### src/rtl/bcd_multi_digit_counter.sv
// Parametrised multi-digit BCD up/down counter with validated parallel load,
// wrap-or-saturate limit handling and a combinational carry-out for cascading.
module bcd_multi_digit_counter #(
  parameter int unsigned DIGITS = 2,
  parameter bit          WRAP   = 1'b1
) (
  input  logic                  clk,
  input  logic                  reset,
  input  logic                  en,
  input  logic                  up,
  input  logic                  load,
  input  logic [4*DIGITS-1:0]   load_val,
  output logic [4*DIGITS-1:0]   q,
  output logic                  tc,
  output logic                  ovf,
  output logic                  load_err
);

  localparam int unsigned W = 4 * DIGITS;

  logic [W-1:0] q_q, q_d, q_step;
  logic         ovf_q, ovf_d;
  logic         load_err_q, load_err_d;
  logic         all_nine, all_zero, load_ok, limit, chain;

  always_comb begin
    all_nine = 1'b1;
    all_zero = 1'b1;
    load_ok  = 1'b1;
    q_step   = q_q;
    chain    = 1'b1;

    // Ripple the carry/borrow from digit 0; a digit steps only while every lower digit rolled over.
    for (int unsigned i = 0; i < DIGITS; i++) begin
      if (q_q[4*i +: 4] != 4'd9) all_nine = 1'b0;
      if (q_q[4*i +: 4] != 4'd0) all_zero = 1'b0;
      if (load_val[4*i +: 4] > 4'd9) load_ok = 1'b0;
      if (chain) begin
        if (up) begin
          if (q_q[4*i +: 4] == 4'd9) begin
            q_step[4*i +: 4] = 4'd0;
          end else begin
            q_step[4*i +: 4] = q_q[4*i +: 4] + 4'd1;
            chain = 1'b0;
          end
        end else begin
          if (q_q[4*i +: 4] == 4'd0) begin
            q_step[4*i +: 4] = 4'd9;
          end else begin
            q_step[4*i +: 4] = q_q[4*i +: 4] - 4'd1;
            chain = 1'b0;
          end
        end
      end
    end

    limit = (up & all_nine) | (~up & all_zero);
    tc    = en & ~load & limit;

    q_d        = q_q;
    ovf_d      = 1'b0;
    load_err_d = 1'b0;
    if (load) begin
      if (load_ok) q_d = load_val;
      else         load_err_d = 1'b1;
    end else if (en) begin
      ovf_d = limit;
      if (!limit || WRAP) q_d = q_step;
    end
  end

  always_ff @(posedge clk) begin
    if (reset) begin
      q_q        <= '0;
      ovf_q      <= 1'b0;
      load_err_q <= 1'b0;
    end else begin
      q_q        <= q_d;
      ovf_q      <= ovf_d;
      load_err_q <= load_err_d;
    end
  end

  assign q        = q_q;
  assign ovf      = ovf_q;
  assign load_err = load_err_q;

endmodule

### config.mk
export PLATFORM = sky130hd
export DESIGN_NAME = bcd_multi_digit_counter
export DESIGN_NICKNAME = d
export VERILOG_FILES = /design/src/rtl/bcd_multi_digit_counter.sv
export SDC_FILE = /design/constraint.sdc
export NUM_CORES = 1
export LEC_CHECK = 0
export CORE_MARGIN = 2
export CORE_UTILIZATION = 45
export CTS_CLUSTER_SIZE = 40
export DETAILED_ROUTE_END_ITERATION = 8
export PLACE_DENSITY = 0.77
export SLEW_MARGIN = 10
export SYNTH_ARGS = -nofsm -noshare
export SYNTH_HDL_FRONTEND = slang
export SYNTH_SLANG_ARGS = --single-unit
### constraint.sdc
create_clock -name clk -period 2 [get_ports clk]
set_clock_uncertainty 0.15 [all_clocks]
set_input_delay 0.3 -clock clk [delete_from_list [all_inputs] [get_ports clk]]
set_output_delay 0.3 -clock clk [all_outputs]
set_load 0.1 [all_outputs]
## After elaboration in Yosys (flattened, before gate mapping)

Cells that the tools add are included.

- $add $sub $neg: 4
- Order comparisons: 2
- Equal/unequal tests: 5
- Multiplexer cells: 20
- Bitwise operators: 8
- Reductions and logical operators: 10

Operators with widths:

| kind | number |
|---|---|
| 2-to-1 mux 4 bit | 7 |
| 2-to-1 mux 8 bit | 3 |
| 2-to-1 mux 1 bit | 10 |
| adder 4 x 1 -> 4 bit, second input constant | 2 |
| == test 4 bit, second input constant | 2 |
| greater-than comparator 4 bit, second input constant | 2 |
| zero test 4 bit | 2 |
| != test 4 bit, second input constant | 2 |
| nonzero test 4 bit | 2 |
| subtractor 4 x 1 -> 4 bit, second input constant | 2 |
| bitwise AND 1 bit | 4 |
| nonzero test 2 bit | 2 |
| inverter 1 bit | 3 |
| AND reduction 3 bit | 1 |
| OR reduction 3 bit | 1 |
| != test 2 x 1 -> 1 bit, second input constant | 1 |
| AND reduction 2 bit | 1 |
| OR reduction 2 bit | 1 |
| bitwise OR 1 bit | 1 |

- Bits in registers: 10
- Input bits: 13
- Output and inout bits: 11
- Word-level logic and storage cells: 53

## Longest topological paths before layout

Gate-level depths: netlist (run 1).

- Depth in word-level cells: 6
- Depth in mapped cells: 5
- Gate-level depth less buffers: 4

## Worst setup path before layout (run 1)

No wires, ideal clock.

- Kind: flip-flop to output port
- From: register q_q[2] (netlist: q[2])
- To: output tc
- Arrival: 3.060 ns
- Data required time: 1.550 ns
- Path slack: -1.510 ns
- Cell stages (with the launch flop): 5
- Buffers on the path: 1
- Cell sequence: dfxtp_1 > buf_4 > or4b_4 > or3_1 > nor2_1

- Cells in the longest elaborated chain, start to end: 6
- Elaborated cells on any way between the ends: 10
- Those cells by class: 1 x eq/ne; 4 x mux; 4 x bitwise; 1 x reduce/logical

RTL lines:

| element | RTL line | RTL |
|---|---|---|
| from (decl) | 21 | `logic [W-1:0] q_q, q_d, q_step;` |
| from (signal assigned) | 78 | `q_q <= q_d;` |
| != test 4 bit or nonzero test 4 bit (tied branches) | 35, 36 |  |
| 2-to-1 mux 1 bit, on equally long branches (2 in series) | 35, 36 |  |
| bitwise AND 1 bit | 57 | `limit = (up & all_nine) \| (~up & all_zero);` |
| bitwise OR 1 bit (*) | 57 |  |
| bitwise AND 1 bit (*) | 58 | `tc = en & ~load & limit;` |
| to (decl) | 14 | `output logic tc,` |

Mark *: on every way between the ends. The rest lies on a longest branch, timed or not.

## Final worst setup path (run 1)

Ends and elaborated chain as after synthesis.

==> metrics.md, run 1 <==
| Metric | Value |
|---|---|
| Status | finished, violations left |
| Failing checks | negative setup slack |
| Crit-path max FO | 2 |
| Vias/cell | roughly 6.1 |
| Drt first pass iters | 4 |
| Combinational family with the most area after synthesis | simple AND/OR/NAND/NOR gates |
| Slew @ Worst Pin | approximately 0.46 ns |
| Initial Util | 0.467 |
| H-Tree Level Count | 1 |
| Yosys reg bits | 10 |
| Iter 0 DRT Violations | 42 |
| P per Cell Area | ~590 nW/um2 |
| Mux cell area share after synthesis | 0 |
| Max Root-Sink Buffers | 2 |
| CP endpoint kind | output pin |
| Pre-CTS setup slack | -0.409 ns |
| Vias in the first global route | slightly below 800 |
| # diodes | 0 |
| RD Place Congestion | approximately 0.83 |
| Critical path class | flip-flop to output pin |
| Worst r2r src | q[2]$_SDFFE_PP0P_ |
| Final setup margin | -0.227 ns |
| I/O pin cnt | 24 |
| Num CTS Buffers | 3 |
| Mapped Cells | around 110 |
| Hold WC Path Type | flip-flop to flip-flop |
| Placement row count | 15 |
| Tcrit/Tclk final | 1.11 |
| Synth Area in Simple Gates | 0.310 |
| Synth Net Count | 119 |
| Share of cells above drive strength 1 | 0.324 |
| Clock Latency Late Sink | ~0.27 ns |
| Ys async rst share | 0 |
| Tot GR Track Use | 0.228 |
| FF-to-FF End | q[4]$_SDFFE_PP0P_ |
| Final slew viol count | 0 |
| Die area | between 2000 and 2500 um2 |
| Die W | ~46 um |
| Number of max-cap violations | 0 |
| Hold Slack | between 0.4 and 0.5 ns |
| Net Switching | 0.000296 W |
| Hold Path Cell Cnt | 2 |
| Post-Synth XOR/XNOR Area | 0.0444 |
| CP Data Required Time | between 1.5 and 2 ns |
| Fmax | roughly 450 MHz |
| Area Growth Syn to Fin | 55.6% |
| Worst R2R Setup Slack | around 0.13 ns |
| Die H | approximately 46 um |
| Initial antenna violation count | 0 |
| Origin of the worst min-delay path | q[5]$_SDFFE_PP0P_ |
| Min-Delay Endpoint | q[5]$_SDFFE_PP0P_ |
| Critical Path Source Type | flip-flop |
| Final setup vio count | 1 |
| Synth Area in Compound Gates | 0.298 |
| Clock-pin slew on the worst setup and hold paths | approximately 0.060 ns |
| Cell-internal power | ~0.00043 W |
| Synth warnings | 0 |
| Global-route wire length before repair | ~3.5 mm |
| Tmin final | ~2.2 ns |
| Clk root buf | clkbuf_4 |
| Sw Share | 0.408 |
| Layout net count | 150 |
| Post-synthesis cell type count | between 40 and 50 |
| Routed Antenna Nets | 0 |
| # port buffers | 23 |
| Combinational Power Share | 0.463 |
| Final wirelength | 2.19 mm |
| Post-DP HPWL | 1.61 mm |
| Avg Inst Size Synth | 7.44 um2 |
| Largest net degree at the start of global routing | 19 |
| Arr. time, crit path | around 1.8 ns |
| Area of the core | between 1500 and 2000 um2 |
| R2R cell count | 5 |
| Synth Cell Area | roughly 790 um2 |
| LEAKAGE | 0.458 nW |
| Max-slew headroom | 0.690 |
| Routed wire per std cell | between 10 and 15 um |
| EDFF count, synth | 0 |
| Clk sink count | 10 |
| Commonest register cell after synthesis | dfxtp_1 |
| Overflow after GRT | 0 |
| Final Hold Viols | 0 |
| Synth Area in Adders | 0 |
| Sequential power share | 0.331 |
| DRC | 0 |
| Routed vias | between 900 and 1000 |
| Post-synthesis sequential area ratio | 0.254 |
| Clock network fraction of total power | 0.206 |
| Total Power | 0.000727 W |
| Setup TNS | -0.227 ns |
| CTS tree | built |
| Unrepaired setup endpoints after global routing | true |
| Worst VDD drop | around 0.36 mV |
-- cells in the mapped netlist, types with 3 or more instances --
library cell / instances / area (um2)
nand2_1: 7 / 26.3
clkbuf_1: 7 / 26.3
xnor2_1: 3 / 26.3
a311oi_1: 3 / 26.3
dfxtp_1: 10 / 200
or3_1: 4 / 25.0
nor3_1: 5 / 25.0
inv_1: 4 / 15.0
a21oi_1: 7 / 35.0
o21ai_0: 4 / 20.0
nor4_1: 3 / 18.8
nand3_1: 10 / 50.1
-- layout make-up --
class	count	area (um2)
Tap cell	17	21.3
Timing Repair Buffer	38	413
Inverter	4	15.0
Fill cell	121	463
Clock buffer	4	26.3
Sequential cell	10	218
Multi-Input combinational cell	80	533
-- stage by stage --
step           cell area (um2)  std cells  utilization
2_1_floorplan              822        106            -
3_3_place_gp              1200        149        0.708
3_5_place_dp              1200        149        0.708
4_1_cts                   1220        153        0.722
5_1_grt                   1230        153        0.726
6_report                  1230        153        0.726
-- how the worst max path moves through the flow --
stage                     endpoint              start  slack (ns)  cells past startpoint
after floorplan                 tc  q[1]$_SDFFE_PP0P_       -0.44                      4
after global placement          tc                 en       -0.39                      5
after detailed placement        tc                 en       -0.41                      5
after CTS                       tc  q[2]$_SDFFE_PP0P_       -0.29                      4
after global routing            tc  q[2]$_SDFFE_PP0P_       -0.26                      4
final                           tc  q[2]$_SDFFE_PP0P_       -0.23                      4
-- cell usage in the layout (no fill, tap or decap), types with 3 or more instances in the layout --
| master | instances |
|---|---|
| a21oi_1 | 7 |
| nand2_1 | 7 |
| buf_4 | 18 |
| dfxtp_2 | 5 |
| dfxtp_4 | 3 |
| nand3_1 | 10 |
| or3_1 | 3 |
| a311oi_1 | 3 |
| inv_1 | 4 |
| xnor2_1 | 3 |
| o21ai_0 | 4 |
| clkbuf_4 | 3 |
| nor3_1 | 5 |
| buf_12 | 8 |
| clkdlybuf4s50_1 | 10 |
-- state kept, by name, indices dropped and copies added, names as in the netlist --
| signal | count |
|---|---|
| load_err | 1 |
| ovf | 1 |
| q | 8 |
-- logic make-up (layout without fill, tap and decap cells) --
logic type | count (synthesis) | after routing
simple gates | 43 | 43
compound gates | 33 | 33
buf+inv | 16 | 46
flops | 10 | 10
xor+xnor | 4 | 4
-- routing by layer --
| layer | wire (um) | track usage | up-vias |
|---|---|---|---|
| li1 | - | - | 467 |
| met1 | 1010 | 0.324 | 419 |
| met2 | 1000 | 0.322 | 42 |
| met3 | 154 | 0.0714 | 4 |
| met4 | 21 | 0.0686 | 0 |
| met5 | 0 | 0 | - |
-- repair_timing --
| action | in CTS | in global routing |
|---|---|---|
| pin swaps | 3 | 1 |
| setup buffers | 0 | 0 |
| endpoints found under the setup margin | 2 | 2 |
| gates resized for setup | 2 | 1 |
| hold buffers | 0 | 0 |
-- power by group through the flow --
stage          combinational (W)  clock [W]  sequential [W]
4_1_cts                 0.000334   0.000156        0.000240
5_1_grt                 0.000355   0.000171        0.000243
3_5_place_dp            0.000334          0        0.000245
3_3_place_gp            0.000331          0        0.000244
6_report                0.000337   0.000149        0.000241
2_1_floorplan           0.000134          0        0.000325
-- worst max-delay path: stages (launching register included) --
cell     delay [ns]
dfxtp_4        0.34
or4b_4         0.52
or3_4          0.36
nor2_4         0.11
buf_12         0.18
No activity file was read; power rests on OpenSTA's default activity.
==> inputs of run 2 (changes only) <==
SKIP_CTS_REPAIR_TIMING = 1   (was default)
SKIP_LAST_GASP = 1   (was default)
==> run 2 against run 1 <==
  * The flow still finishes with violations (negative setup slack)
  * Final cell count is the same
  * Global-route usage is the same
  * Non-clock buffer count is the same
  * Wire length shrank 0.32%
  * Critical endpoint unchanged
  * Highest routed layer unchanged
==> metrics.md, run 2 (synthesized netlist as in run 1, its figures left out) <==
| Metric | Value |
|---|---|
| Clock Latency Late Sink | around 0.27 ns |
| LEAKAGE | about 0.47 nW |
| CP Data Required Time | ~1.6 ns |
| Tcrit/Tclk final | 1.12 |
| Routed wire per std cell | 14.2 um |
| Initial antenna violation count | 0 |
| Final Hold Viols | 0 |
| Final wirelength | ~2.2 mm |
| Sw Share | 0.407 |
| Drt first pass iters | 4 |
| Max-slew headroom | 0.700 |
| Routed Antenna Nets | 0 |
| Arr. time, crit path | about 1.8 ns |
| Most frequent cells in the layout | buf_4 (18), nand3_1 (10), clkdlybuf4s50_1 (10) |
| Iter 0 DRT Violations | 42 |
| Met3 routed WL | between 150 and 200 um |
| Share of cells above drive strength 1 | 0.324 |
| P per Cell Area | 590 nW/um2 |
| Tmin final | around 2.2 ns |
| Vias/cell | around 6 |
| Max Root-Sink Buffers | 2 |
| Area of the core | 1690 um2 |
| Failing checks | negative setup slack |
| Clk root buf | clkbuf_4 |
| Worst VDD drop | roughly 0.36 mV |
| CP endpoint kind | output pin |
| Worst R2R Setup Slack | ~0.13 ns |
| Routed vias | 943 |
| Post-DP HPWL | 1.61 mm |
| Largest net degree at the start of global routing | 19 |
| Hold Path Cell Cnt | 4 |
| Post-Route Utilization | 0.730 |
| DRC | 0 |
| Layout net count | 150 |
| CTS tree | built |
| Vias in the first global route | 772 |
| Unrepaired setup endpoints after global routing | true |
| Clk sink count | 10 |
| Die area | approximately 2100 um2 |
| Final setup vio count | 1 |
| Net Switching | about 0.0003 W |
| RD Place Congestion | between 0.8 and 0.9 |
| Die W | 45.9 um |
| Placement row count | 15 |
| Combinational Power Share | 0.464 |
| Tot GR Track Use | 0.228 |
| Critical Path Source Type | flip-flop |
| # diodes | 0 |
| Crit-path max FO | 2 |
| Initial Util | 0.467 |
| Fin cells | 153 |
| Met2 routed WL | ~1.0 mm |
| M1 wire length | about 970 um |
| Critical path class | flip-flop to output pin |
| Die H | approximately 46 um |
| Num CTS Buffers | 3 |
| Status | finished, violations left |
| Leading cell type in the layout, fill and taps excluded | buf_4 |
| DP Cell Count | 149 |
| Area Growth Syn to Fin | 56.5% |
| I/O pin cnt | 24 |
| Final setup margin | -0.235 ns |
| Top sig layer | met4 |
| Max reg flops | 8 |
| Hold WC Path Type | input pin to flip-flop |
| H-Tree Level Count | 1 |
| Fmax | 447 MHz |
| Global-route wire length before repair | 3.51 mm |
| Sequential power share | 0.330 |
| Number of max-cap violations | 0 |
| Clock-pin slew on the worst setup and hold paths | 0.06 ns |
| Overflow after GRT | 0 |
| Cell-internal power | 0.000432 W |
| Final slew viol count | 0 |
| # port buffers | 23 |
| R2R cell count | 5 |
| Slew @ Worst Pin | between 0.4 and 0.5 ns |
| Clock network fraction of total power | 0.206 |
## run 2: cell count changes in the layout (fill, tap and decap cells not counted), sizes merged
cell | previous run | this run
dlymetal6s2s | 0 | 2
dlygate4sd2 | 2 | 0
## run 2: path summary, 6_finish.rpt
kind	start	to
setup reg to reg	q[1]$_SDFFE_PP0P_	q[4]$_SDFFE_PP0P_
hold reg to reg	q[5]$_SDFFE_PP0P_	q[5]$_SDFFE_PP0P_
setup / recovery	q[1]$_SDFFE_PP0P_	tc
hold / removal	en	q[1]$_SDFFE_PP0P_
## run 2: critical path: stages (launching register included)
cell     delay, ns
dfxtp_4       0.34
or4b_4        0.53
or3_4         0.36
nor2_4        0.11
buf_12        0.18
## run 2: metal layers
layer	track usage	up-vias
li1	-	467
met1	0.324	429
met4	0.0686	0
met2	0.322	43
met5	0	-
met3	0.0714	4
## run 2: area by class of cell
class | instances | area, um2
Clock buffer | 4 | 26.3
Fill cell | 119 | 455
Inverter | 4 | 15.0
Multi-Input combinational cell | 80 | 533
Sequential cell | 10 | 218
Tap cell | 17 | 21.3
Timing Repair Buffer | 38 | 420
## run 2: stage by stage
stage                     TNS (ns)  total power, W  hold slack, ns  cell area [um2]  worst slack, ns
after floorplan             -0.445        0.000459           0.294              822           -0.445
after global placement       -1.32        0.000574           0.410             1200           -0.386
after detailed placement     -1.47        0.000578           0.418             1200           -0.409
after CTS                   -0.439        0.000731           0.429             1220           -0.409
after global routing        -0.275        0.000770           0.348             1230           -0.275
final                       -0.235        0.000728           0.326             1230           -0.235
## run 2: power groups by stage
stage / Sequential [W] / Combinational (W) / Clock [W]
6_report: 0.000240 / 0.000338 / 0.000150
3_5_place_dp: 0.000245 / 0.000334 / 0
4_1_cts: 0.000240 / 0.000335 / 0.000156
2_1_floorplan: 0.000325 / 0.000134 / 0
5_1_grt: 0.000243 / 0.000356 / 0.000171
3_3_place_gp: 0.000244 / 0.000331 / 0
